===== src/rtl/multicycle_pkg.sv =====
// Shared encodings for the multicycle RISC-V control unit: states, opcodes,
// ALUOp codes, mux selects and the packed control bundle.
package multicycle_pkg;

  localparam int unsigned STATE_W = 4;

  typedef enum logic [STATE_W-1:0] {
    FETCH    = 4'd0,
    DECODE   = 4'd1,
    MEMADR   = 4'd2,
    MEMREAD  = 4'd3,
    MEMWB    = 4'd4,
    MEMWRITE = 4'd5,
    EXECR    = 4'd6,
    EXECI    = 4'd7,
    ALUWB    = 4'd8,
    BRANCH   = 4'd9,
    JAL      = 4'd10,
    JALR     = 4'd11,
    JALR2    = 4'd12,
    LUI      = 4'd13,
    TRAP     = 4'd14
  } state_e;

  localparam logic [6:0] OP_LOAD   = 7'b0000011;
  localparam logic [6:0] OP_STORE  = 7'b0100011;
  localparam logic [6:0] OP_RTYPE  = 7'b0110011;
  localparam logic [6:0] OP_ITYPE  = 7'b0010011;
  localparam logic [6:0] OP_BRANCH = 7'b1100011;
  localparam logic [6:0] OP_JAL    = 7'b1101111;
  localparam logic [6:0] OP_JALR   = 7'b1100111;
  localparam logic [6:0] OP_LUI    = 7'b0110111;

  localparam logic [3:0] ALUOP_ADD = 4'b0000;
  localparam logic [3:0] ALUOP_SUB = 4'b0001;
  localparam logic [3:0] ALUOP_RFN = 4'b0010;
  localparam logic [3:0] ALUOP_IFN = 4'b0011;

  localparam logic       ADR_PC     = 1'b0;
  localparam logic       ADR_RESULT = 1'b1;

  localparam logic [1:0] SRCA_PC    = 2'b00;
  localparam logic [1:0] SRCA_OLDPC = 2'b01;
  localparam logic [1:0] SRCA_RD1   = 2'b10;
  localparam logic [1:0] SRCA_ZERO  = 2'b11;

  localparam logic [1:0] SRCB_RD2  = 2'b00;
  localparam logic [1:0] SRCB_IMM  = 2'b01;
  localparam logic [1:0] SRCB_FOUR = 2'b10;

  localparam logic [1:0] RES_ALUOUT = 2'b00;
  localparam logic [1:0] RES_DATA   = 2'b01;
  localparam logic [1:0] RES_ALU    = 2'b10;

  typedef struct packed {
    logic       pc_write;
    logic       adr_src;
    logic       ir_write;
    logic       mem_write;
    logic       reg_write;
    logic       branch;
    logic       clr_lsb;
    logic       illegal;
    logic [1:0] result_src;
    logic [1:0] alu_src_a;
    logic [1:0] alu_src_b;
    logic [3:0] alu_op;
  } ctrl_t;

  localparam int unsigned CTRL_W = $bits(ctrl_t);

endpackage


===== src/rtl/multicycle_ctrl_dec.sv =====
// State-to-control decoder; pure combinational. mem_ready_i gates the fetch
// write enables so a stalled fetch neither latches IR nor advances PC.
module multicycle_ctrl_dec
  import multicycle_pkg::*;
(
  input  logic [STATE_W-1:0] state_i,
  input  logic               zero_i,
  input  logic               funct3_lsb_i,
  input  logic               mem_ready_i,
  output logic [CTRL_W-1:0]  ctrl_o
);

  state_e st;
  ctrl_t  c;

  assign st     = state_e'(state_i);
  assign ctrl_o = c;

  always_comb begin
    c = '0;
    case (st)
      FETCH: begin
        c.ir_write   = mem_ready_i;
        c.pc_write   = mem_ready_i;
        c.adr_src    = ADR_PC;
        c.alu_src_a  = SRCA_PC;
        c.alu_src_b  = SRCB_FOUR;
        c.alu_op     = ALUOP_ADD;
        c.result_src = RES_ALU;
      end
      DECODE: begin
        c.alu_src_a = SRCA_OLDPC;
        c.alu_src_b = SRCB_IMM;
        c.alu_op    = ALUOP_ADD;
      end
      MEMADR, JALR: begin
        c.alu_src_a = SRCA_RD1;
        c.alu_src_b = SRCB_IMM;
        c.alu_op    = ALUOP_ADD;
      end
      MEMREAD: begin
        c.adr_src    = ADR_RESULT;
        c.result_src = RES_ALUOUT;
      end
      MEMWB: begin
        c.result_src = RES_DATA;
        c.reg_write  = 1'b1;
      end
      MEMWRITE: begin
        c.adr_src    = ADR_RESULT;
        c.result_src = RES_ALUOUT;
        c.mem_write  = 1'b1;
      end
      EXECR: begin
        c.alu_src_a = SRCA_RD1;
        c.alu_src_b = SRCB_RD2;
        c.alu_op    = ALUOP_RFN;
      end
      EXECI: begin
        c.alu_src_a = SRCA_RD1;
        c.alu_src_b = SRCB_IMM;
        c.alu_op    = ALUOP_IFN;
      end
      LUI: begin
        c.alu_src_a = SRCA_ZERO;
        c.alu_src_b = SRCB_IMM;
        c.alu_op    = ALUOP_ADD;
      end
      ALUWB: begin
        c.result_src = RES_ALUOUT;
        c.reg_write  = 1'b1;
      end
      // BNE-style branches invert the sense of Zero via funct3[0]
      BRANCH: begin
        c.alu_src_a  = SRCA_RD1;
        c.alu_src_b  = SRCB_RD2;
        c.alu_op     = ALUOP_SUB;
        c.result_src = RES_ALUOUT;
        c.branch     = 1'b1;
        c.pc_write   = zero_i ^ funct3_lsb_i;
      end
      JAL: begin
        c.alu_src_a  = SRCA_OLDPC;
        c.alu_src_b  = SRCB_FOUR;
        c.alu_op     = ALUOP_ADD;
        c.result_src = RES_ALUOUT;
        c.pc_write   = 1'b1;
      end
      JALR2: begin
        c.alu_src_a  = SRCA_OLDPC;
        c.alu_src_b  = SRCB_FOUR;
        c.alu_op     = ALUOP_ADD;
        c.result_src = RES_ALUOUT;
        c.pc_write   = 1'b1;
        c.clr_lsb    = 1'b1;
      end
      TRAP: c.illegal = 1'b1;
      default: ;
    endcase
  end

endmodule


===== src/rtl/multicycle_ctrl.sv =====
// Multicycle RISC-V main controller: state sequencing and retired-instruction
// counter. Define MULTICYCLE_WAIT_EN to stall FETCH/MEMREAD/MEMWRITE on MemReady.
module multicycle_ctrl
  import multicycle_pkg::*;
#(
  parameter int unsigned INSTRET_W = 32
) (
  input  logic                 clk,
  input  logic                 reset,
  input  logic [6:0]           Opcode,
  input  logic [2:0]           Funct3,
  input  logic                 Zero,
  input  logic                 MemReady,
  output logic                 PCWrite,
  output logic                 AdrSrc,
  output logic                 IRWrite,
  output logic                 MemWrite,
  output logic                 RegWrite,
  output logic                 Branch,
  output logic                 ClrLsb,
  output logic                 Illegal,
  output logic [1:0]           ResultSrc,
  output logic [1:0]           ALUSrcA,
  output logic [1:0]           ALUSrcB,
  output logic [3:0]           ALUOp,
  output logic [3:0]           State,
  output logic [INSTRET_W-1:0] InstRet
);

  state_e               state_q, state_d;
  logic [INSTRET_W-1:0] instret_q, instret_d;
  logic                 mem_ready;
  ctrl_t                ctrl;
  logic                 unused_funct3;

  assign unused_funct3 = ^Funct3[2:1];

`ifdef MULTICYCLE_WAIT_EN
  assign mem_ready = MemReady;
`else
  logic unused_mem_ready;
  assign unused_mem_ready = MemReady;
  assign mem_ready        = 1'b1;
`endif

  // State register
  always_ff @(posedge clk or posedge reset) begin
    if (reset) state_q <= FETCH;
    else       state_q <= state_d;
  end

  // Next-state logic
  always_comb begin
    state_d = state_q;
    case (state_q)
      FETCH:    if (mem_ready) state_d = DECODE;
      DECODE: begin
        case (Opcode)
          OP_LOAD, OP_STORE: state_d = MEMADR;
          OP_RTYPE:          state_d = EXECR;
          OP_ITYPE:          state_d = EXECI;
          OP_BRANCH:         state_d = BRANCH;
          OP_JAL:            state_d = JAL;
          OP_JALR:           state_d = JALR;
          OP_LUI:            state_d = LUI;
          default:           state_d = TRAP;
        endcase
      end
      MEMADR:   state_d = Opcode[5] ? MEMWRITE : MEMREAD;
      MEMREAD:  if (mem_ready) state_d = MEMWB;
      MEMWRITE: if (mem_ready) state_d = FETCH;
      MEMWB, ALUWB, BRANCH:           state_d = FETCH;
      EXECR, EXECI, LUI, JAL, JALR2:  state_d = ALUWB;
      JALR:     state_d = JALR2;
      TRAP:     state_d = TRAP;
      default:  state_d = FETCH;
    endcase
  end

  // Count only genuine arrivals in FETCH, not fetch stalls
  always_comb begin
    instret_d = instret_q;
    if (state_d == FETCH && state_q != FETCH) instret_d = instret_q + INSTRET_W'(1);
  end

  always_ff @(posedge clk or posedge reset) begin
    if (reset) instret_q <= '0;
    else       instret_q <= instret_d;
  end

  multicycle_ctrl_dec u_dec (
    .state_i      (state_q),
    .zero_i       (Zero),
    .funct3_lsb_i (Funct3[0]),
    .mem_ready_i  (mem_ready),
    .ctrl_o       (ctrl)
  );

  // Write enables are held off for the whole reset pulse
  assign PCWrite   = ctrl.pc_write  & ~reset;
  assign IRWrite   = ctrl.ir_write  & ~reset;
  assign MemWrite  = ctrl.mem_write & ~reset;
  assign RegWrite  = ctrl.reg_write & ~reset;
  assign AdrSrc    = ctrl.adr_src;
  assign Branch    = ctrl.branch;
  assign ClrLsb    = ctrl.clr_lsb;
  assign Illegal   = ctrl.illegal;
  assign ResultSrc = ctrl.result_src;
  assign ALUSrcA   = ctrl.alu_src_a;
  assign ALUSrcB   = ctrl.alu_src_b;
  assign ALUOp     = ctrl.alu_op;
  assign State     = state_q;
  assign InstRet   = instret_q;

endmodule


===== config.mk =====
export PLATFORM = sky130hd
export DESIGN_NAME = multicycle_ctrl
export DESIGN_NICKNAME = d
export VERILOG_FILES = /design/src/rtl/multicycle_pkg.sv /design/src/rtl/multicycle_ctrl_dec.sv /design/src/rtl/multicycle_ctrl.sv
export SDC_FILE = /design/constraint.sdc
export NUM_CORES = 1
export LEC_CHECK = 0
export CAP_MARGIN = 20
export CORE_AREA = 5 5 74 69
export CTS_CLUSTER_SIZE = 20
export DETAILED_ROUTE_END_ITERATION = 10
export DIE_AREA = 0 0 79 74
export PLACE_DENSITY_LB_ADDON = 0.25
export SLEW_MARGIN = 10
export SYNTH_ARGS = -nofsm -noshare
export SYNTH_HDL_FRONTEND = slang
export SYNTH_SLANG_ARGS = --single-unit

===== constraint.sdc =====
create_clock -name clk -period 3.2 [get_ports clk]
set_input_delay 0.8 -clock clk [delete_from_list [all_inputs] [get_ports clk]]
set_output_delay 0.8 -clock clk [all_outputs]
set_load 0.01 [all_outputs]

==> flow_summary.toml, run 1 <==
[setup_path]
cpPeakStageDelay_ns = 0.54
critical_path_arrival_ns = 2.28
worstSetupPathType = "reg -> out"
crit_fanout = 13
crit_chain = "xnor2_1 -> nand2b_1 -> a21oi_1 -> a21oi_1 -> nor2_1 -> clkdlybuf4s50_1"
critical-path-top-delay-family = "buffers and inverters"
cp.required_ns = 2.40
crit_path_start_kind = "flop"
r2r_slack_ns = 1.17
cp_num_buf_inv = 1
cpMostUsedCell = "a21oi_1"
worstSetupEndpointType = "primary output"
slowest_stage = "clkdlybuf4s50_1"

[synthesis]
synth_top_area_frac = 0.4469
syn_avg_cell_area_um2 = 9.691
synth_top_flop_cell = "dfrtp_1"
synthXorXnorAreaFrac = 0.1521
synthTopCellsByArea = "dfrtp_1 (45%), xnor2_1 (12%), nand4_1 (3.7%)"
seq_area_frac_synth = 0.4469
yosysUniqueCellTypes = 41
synth_edf_count = 0
synth_fa_ha_area_frac = 0.006207
muxShareOfSynthArea = 0.01117
yosys.area.top_type = "dfrtp_1"
yosys_warnings = 0
synth_area_um2 = 2016
synth_seq_cells = 36
async_reset_ff_frac = 1.000
synthSimpleGateAreaFrac = 0.2824
synth_top_family_by_area = "simple AND/OR/NAND/NOR gates"
synthCells = 208
synth_compound_area_frac = 0.06580

[floorplanning]
dieArea_um2 = 5846
core_area_um2 = 4288
die_w_um = 79
start_util = 0.4701
rows = 23
die_h_um = 74
ios = 68

[job]
drv_cap = 0

[worst_hold_path]
hold_class = "reg -> reg"

[grt]
antenna_found_initial = 0
grt_pass1_wl_um = 7859
grt.total_usage = 0.1693
grt_pass1_vias = 1695
overflow = 0
grt_max_degree = 37

[clock_tree]
clk_pin_slew_ns = 0.07
cts_hold_buf = 0
clk_latency_ns = 0.28
clock-root-buffer = "clkbuf_8"
numCtsBuffers = 5
cts_tree = "done"
ctsResizeCount = 0
cts_setup_buffers = 0
cts_sinks = 36
cts_buffer_depth = 2
htree_num_levels = 2

[timing]
max_slew_margin = 0.6427
hold_slack_ns = 0.4780
hold_viol = 0
setup_viol = 0
layout_worst_path_cycle_share = 0.9628
slew_violations = 0
fin_setup_tns_ns = 0
rsz0062_at_grt = "false"
fin_skew_ns = 0.002615
fmax_mhz = 324.6
worst_pin_slew_ns = 0.5359
min_period_ns = 3.081
finalWorstSetupSlack_ns = 0.1189

[layout]
drive_gt1_frac = 0.07749
areaGrowthSynthToFinish_pct = 36.93
fin_area_um2 = 2760
mostFrequentLayoutCell = "clkdlybuf4s50_1"
layout_common_cells = "clkdlybuf4s50_1 (62), dfrtp_1 (35), xnor2_1 (27), nand2_1 (16), nor2_1 (16)"
nets = 285
diodes = 0

[drt]
final_antenna_net_count = 0
dr.pass1.iters = 4
drcViolationCount = 0
drt-initial-drc-count = 106
drt-total-wl_um = 4650
num_vias = 1730
wire_per_inst_um = 14.49
via_per_inst = 5.389

[placement]
dp_hpwl_um = 3432
place.port_buffers = 62
place.gp.congestion = 0.7993
place_area_um2 = 2669
preCtsSetupSlack_ns = 0.2483

[power]
pwr-share-clk = 0.182
power.leakage_uw = 0.001136
ir_drop_v = 0.0003704
p_sw_uw = 684.7
power_uw = 1786
p_seq_frac = 0.362
p_per_area_nw_per_um2 = 646.9
intPower_uw = 1101
power_frac_comb = 0.455
swShare = 0.3834

[outcome]
status = "finished, final reports clean"
-- layer usage --
layer | vias up | GRT usage | routed length (um)
met4 | 0 | 0.04962 | 19
met1 | 827 | 0.2282 | 2163
met5 | - | 0 | 0
li1 | 855 | - | -
met3 | 2 | 0.03995 | 258
met2 | 46 | 0.2757 | 2209
-- Yosys cell counts, types with 3 or more instances --
cell      number
a21oi_1       10
and2_1         3
and3_1         5
buf_2          3
clkbuf_1       4
dfrtp_1       36
inv_1          5
nand2_1       16
nand2b_1       3
nand3_1       14
nand4_1       12
nor2_1        16
nor3_1         6
o21ai_0        3
o22ai_1        3
xnor2_1       27
xor2_1         8
-- cell type report --
cell class	instances	area, um2
inverters	5	18.77
fillers	357	1528
multi-input cells	158	1051
flip-flops and latches	36	902.1
repair buffers	64	635.6
clock buffers	8	90.09
well taps	50	62.56
-- registers in the layout (all words and copies together), names as in the netlist --
name     cells
State        4
InstRet     32
-- cell families (layout without fill, tap and decap cells) --
family,Yosys count,in the layout
other,1,2
AOI/OAI and AO/OA,22,22
adders and majority gates,1,1
muxes,2,2
xor gates and xnor gates,35,35
and+or+nand+nor,96,96
buffers and inverters,15,77
DFF,36,36
-- final timing paths --
| path | depth (start not counted) | to | start |
|---|---|---|---|
| max | 6 | PCWrite | State[3] |
| min | 1 | InstRet[31] | InstRet[31] |
| max reg2reg | 5 | InstRet[10] | State[3] |
| min reg2reg | 1 | InstRet[31] | InstRet[31] |
| max in group asynchronous | 3 | State[1] | reset |
| min in group asynchronous | 3 | InstRet[11] | reset |
-- metrics by stage --
| stage | utilization | std cells |
|---|---|---|
| after floorplan | - | 209 |
| after global placement | 0.6224 | 313 |
| after detailed placement | 0.6224 | 313 |
| after CTS | 0.6434 | 321 |
| after global routing | 0.6437 | 321 |
| final | 0.6437 | 321 |
-- power by group through the flow --
stage	Clock [uW]	Combinational (uW)	Sequential (uW)
after floorplan	0	466	625
after global placement	0	810	652
after detailed placement	0	820	656
after CTS	334	823	646
after global routing	350	885	667
final	326	813	647
(Power assumes the default switching activity.)
==> run 2, diff against run 1 <==
CTS_CLUSTER_DIAMETER = 100   (was unset)
==> results of run 2 <==
Final layout, timing and power as in run 1 (identical DEF).
